## config.mk

```make
export PLATFORM = sky130hd
export DESIGN_NAME = wb_port_arbiter
export DESIGN_NICKNAME = d
export VERILOG_FILES = /design/src/rtl/wb_port_arbiter.sv
export SDC_FILE = /design/constraint.sdc
export NUM_CORES = 1
export LEC_CHECK = 0
export CORE_MARGIN = 1.5
export CORE_UTILIZATION = 39
export DETAILED_ROUTE_END_ITERATION = 6
export MAX_ROUTING_LAYER = met4
export PLACE_DENSITY = 0.95
export SETUP_SLACK_MARGIN = 0.2
export SYNTH_ARGS = -nofsm -noshare
export SYNTH_HDL_FRONTEND = slang
export SYNTH_SLANG_ARGS = --single-unit
```

## constraint.sdc

```tcl
create_clock -name clk -period 2.26 [get_ports clk]
set_input_delay 0.452 -clock clk [delete_from_list [all_inputs] [get_ports clk]]
set_output_delay 0.452 -clock clk [all_outputs]
set_load 0.02 [all_outputs]
```

## src/rtl/wb_port_arbiter.sv

```systemverilog
// Writeback port arbiter: shares the single register-file write port between
// the ALU result (requester 0) and load data (requester 1). It drives the
// select line of the shared address/data muxes and registers the winning
// write into a one-cycle stage that feeds the register file.
module wb_port_arbiter #(
  parameter int AW        = 5,
  parameter int DW        = 64,
  parameter int FIXED_PRI = 0
) (
  input  logic          clk,
  input  logic          rst,
  input  logic          req0_valid,
  input  logic [AW-1:0] req0_addr,
  input  logic [DW-1:0] req0_data,
  output logic          req0_ready,
  input  logic          req1_valid,
  input  logic [AW-1:0] req1_addr,
  input  logic [DW-1:0] req1_data,
  output logic          req1_ready,
  input  logic          wb_stall,
  output logic          mux_sel,
  output logic          rf_we,
  output logic [AW-1:0] rf_waddr,
  output logic [DW-1:0] rf_wdata
);

  // PRI0 favours requester 0 on a tie (requester 1 was granted last),
  // PRI1 favours requester 1 (requester 0 was granted last).
  typedef enum logic {
    PRI0 = 1'b0,
    PRI1 = 1'b1
  } state_t;

  state_t        r_state;
  state_t        w_stateNext;
  logic          w_block;
  logic          w_gnt0;
  logic          w_gnt1;
  logic          w_transfer;
  logic          r_muxSel;
  logic          w_muxSel;
  logic [AW-1:0] w_muxAddr;
  logic [DW-1:0] w_muxData;
  logic          r_rfWe;
  logic [AW-1:0] r_rfWaddr;
  logic [DW-1:0] r_rfWdata;

  // No grant may be issued while the register file is stalled or in reset.
  assign w_block = rst | wb_stall;

  // Grant decision and tie-break state update; a grant always implies valid,
  // so a grant is itself a transfer and moves the tie-break state.
  always_comb begin
    w_gnt0      = 1'b0;
    w_gnt1      = 1'b0;
    w_stateNext = r_state;
    if (!w_block) begin
      if (FIXED_PRI != 0) begin
        w_gnt0 = req0_valid;
        w_gnt1 = req1_valid & ~req0_valid;
      end else if (req0_valid && req1_valid) begin
        w_gnt0 = (r_state == PRI0);
        w_gnt1 = (r_state == PRI1);
      end else begin
        w_gnt0 = req0_valid;
        w_gnt1 = req1_valid;
      end
    end
    if (w_gnt0) begin
      w_stateNext = PRI1;
    end else if (w_gnt1) begin
      w_stateNext = PRI0;
    end
  end

  // Mux select follows the winner and otherwise holds, so idle cycles do not
  // toggle the shared muxes; it is forced to requester 0 while in reset.
  always_comb begin
    w_muxSel = r_muxSel;
    if (rst) begin
      w_muxSel = 1'b0;
    end else if (w_gnt1) begin
      w_muxSel = 1'b1;
    end else if (w_gnt0) begin
      w_muxSel = 1'b0;
    end
  end

  assign w_transfer = w_gnt0 | w_gnt1;
  assign w_muxAddr  = w_muxSel ? req1_addr : req0_addr;
  assign w_muxData  = w_muxSel ? req1_data : req0_data;

  // Tie-break state and held mux select; reset makes requester 0 win the first tie.
  always_ff @(posedge clk) begin
    if (rst) begin
      r_state  <= PRI0;
      r_muxSel <= 1'b0;
    end else begin
      r_state  <= w_stateNext;
      r_muxSel <= w_muxSel;
    end
  end

  // One-cycle write stage: pulses the enable per transfer and holds address/data otherwise.
  always_ff @(posedge clk) begin
    if (rst) begin
      r_rfWe    <= 1'b0;
      r_rfWaddr <= '0;
      r_rfWdata <= '0;
    end else begin
      r_rfWe <= w_transfer;
      if (w_transfer) begin
        r_rfWaddr <= w_muxAddr;
        r_rfWdata <= w_muxData;
      end
    end
  end

  assign req0_ready = w_gnt0;
  assign req1_ready = w_gnt1;
  assign mux_sel    = w_muxSel;
  assign rf_we      = r_rfWe;
  assign rf_waddr   = r_rfWaddr;
  assign rf_wdata   = r_rfWdata;

endmodule

```

==> metrics.cfg <==
[synth]
synth_xor_area_share_pct=0
synth.most_common_cell=nand2_1
syn_inst=400
syn-cell-area_um2=3220
yosysSeqAreaShare_pct=44.8
syn_avg_cell_area_um2=8.04
synth_fa_ha_area_share_pct=0
syn_nets=543
synth_warnings=0
synth_compound_area_share_pct=23.0
synth_top_area_share_pct=44.8
synthDistinctLibCells=19
synth-simple-area-share_pct=25.6
synth_edf_count=0
synth-seq-cells=72
async_reset_ff_share_pct=0
synthFlopType=dfxtp_1
yosys.area.top_type=dfxtp_1
synthMuxAreaShare_pct=0
yosys-top-cells-area=dfxtp_1 (45%), nand2_1 (16%), a311oi_1 (16%)
synthTopCellsByCount=nand2_1 (140), nor2_1 (73), dfxtp_1 (72)
synth_top_family_by_area=simple AND/OR/NAND/NOR gates

[cells_and_area]
antenna_cells=0
final_core_util_pct=72.2
syn_to_final_growth_pct=76.2
nets=749
drive_above_1_share_pct=8.52

[clock_network]
ctsResizeCount=9
hold_buffers=0
postCtsSetupBuffers=0
cts_buffer_depth=2
cts-buffers-inserted=9
path_clk_slew_ns=0.07
cts_max_level=3
ctsRootBufferMaster=clkbuf_8
tritoncts=done
clk_latency_ns=0.33
cts.sinks=72

[worst_setup_path]
critPathMaxFanout=3
worst_setup_path_start_kind=input port
cp_top_family=buffers and inverters
cp.arrival_ns=1.60
crit_chain=clkdlybuf4s50_1, and2b_2, o2bb2ai_4, nor2_1, buf_4
cp-end-kind=primary output
crit_slowest_cell=clkdlybuf4s50_1
cp.required_ns=1.81
crit_buf_inv=2
path_class=input port to primary output
crit_path_max_incr_delay_ns=0.51

[sta]
fmax_mhz=488
fin_skew_ns=0.00945
timing.final.crit_share_pct=90.7
relSlewSlack_pct=45.9
period_needed_ns=2.05
drv_slew=0
whs_ns=0.502
worst_pin_slew_ns=0.811
hold_viol=0
rsz0062_at_grt=yes
setup_violations=0

[drt]
drt-initial-drc-count=86
postRouteAntennaNets=0
drt_wl_total_um=11100
via_per_inst=5.33
dr.pass1.iters=4
vias=3796
wl_per_cell_um=15.6
drc=0

[global_route]
grt_first_pass_wirelength_um=17500
antenna_found_initial=0
met1_usage_pct=27.9
grt_busiest_layer=met2
grt_pass1_vias=3685
gr-total-overflow=0
use_met2_pct=47.0
track_usage_pct=25.9
grt_max_degree=72
grtUsageMet3_pct=4.77

[power]
power.density_nw_per_um2=588
peakVddDrop_mv=0.406
p_leak_nw=2.10

[floorplanning]
core_um2=7850
die_area_um2=8800
pin_count=216
die_h_um=93.8
initial_core_util_pct=41.0
die_x_um=93.8
fp-row-count=32

[job]
maxCapViolCount=0

[placement]
gp_congestion=0.862
io_buffers=215
hpwl_um=8090

[outcome]
status=finished, final reports clean

[hold_path]
min_path_type=flop to flop

==> layout make-up <==
type                    instances  area (um2)
clock buffers                  10         138
clock inverters                 5        57.6
fillers                       596        2180
inverters                       1        3.75
multi-input cells             290        1580
flip-flops and latches         72        1440
well taps                     102         128
repair buffers                232        2320
==> registers in the layout, summed over array words and instances (netlist names) <==
name      cells
r_muxSel      1
r_state       1
rf_waddr      5
rf_wdata     64
rf_we         1
==> through the flow <==
stage	cell area, um2	total power, mW	setup slack [ns]	instances	setup TNS (ns)
floorplan	3220	1.84	0.516	400	0
global placement	5470	2.31	-0.177	697	-9.68
detailed placement	5470	2.34	-0.298	697	-14.13
CTS	5670	3.36	0.0893	712	0
global route	5670	3.48	0.160	712	0
finish	5670	3.34	0.209	712	0
==> placed cells by master (no fill, tap or decap), drive strengths merged <==
cell type / count
clkdlybuf4s50: 210
nand2: 140
nor2: 73
dfxtp: 72
a311oi: 69
buf: 19
clkbuf: 11
clkinvlp: 3
and2b: 2
and3: 1
inv: 1
a21oi: 1
o2bb2ai: 1
o21a: 1
a2bb2oi: 1
a211oi: 1
bufinv: 1
clkinv: 1
dlygate4sd2: 1
clkdlybuf4s15: 1
==> kinds of logic (layout without fill, tap and decap cells) <==
group                  Yosys count  after routing
buffers and inverters           38            248
flip-flops                      72             72
AND/OR/NAND/NOR                216            216
AO/OA/AOI/OAI                   74             74
==> final timing paths <==
| kind | slack [ns] | from | cells past startpoint | endpoint |
|---|---|---|---|---|
| min reg2reg | 0.50 | rf_wdata[0]$_SDFFE_PP0P_ | 2 | rf_wdata[0]$_SDFFE_PP0P_ |
| min | 0.50 | rf_wdata[0]$_SDFFE_PP0P_ | 2 | rf_wdata[0]$_SDFFE_PP0P_ |
| max | 0.21 | wb_stall | 5 | mux_sel |
| max reg2reg | 0.55 | r_state$_SDFFE_PP0P_ | 7 | rf_wdata[19]$_SDFFE_PP0P_ |
==> layer usage <==
metal	part of all wire, %	wire length (um)
met1	38	4270
met2	53	5920
met3	6.1	678
met4	2.4	263
met5	0	0
==> where the power goes <==
part	switching [mW]	total (mW)	leakage (nW)	internal [mW]
clock	0.484	1.02	0.0904	0.532
sequential	0.0469	1.40	0.592	1.35
combinational	0.426	0.919	1.41	0.493
total	0.957	3.34	2.10	2.38
==> tightest hold or removal path, cell delays in order (launching register included) <==
cell and delay [ns]:
dfxtp_1 0.31, nor2_1 0.09, a311oi_1 0.05
Note: power is estimated with default switching activity, not from simulation.
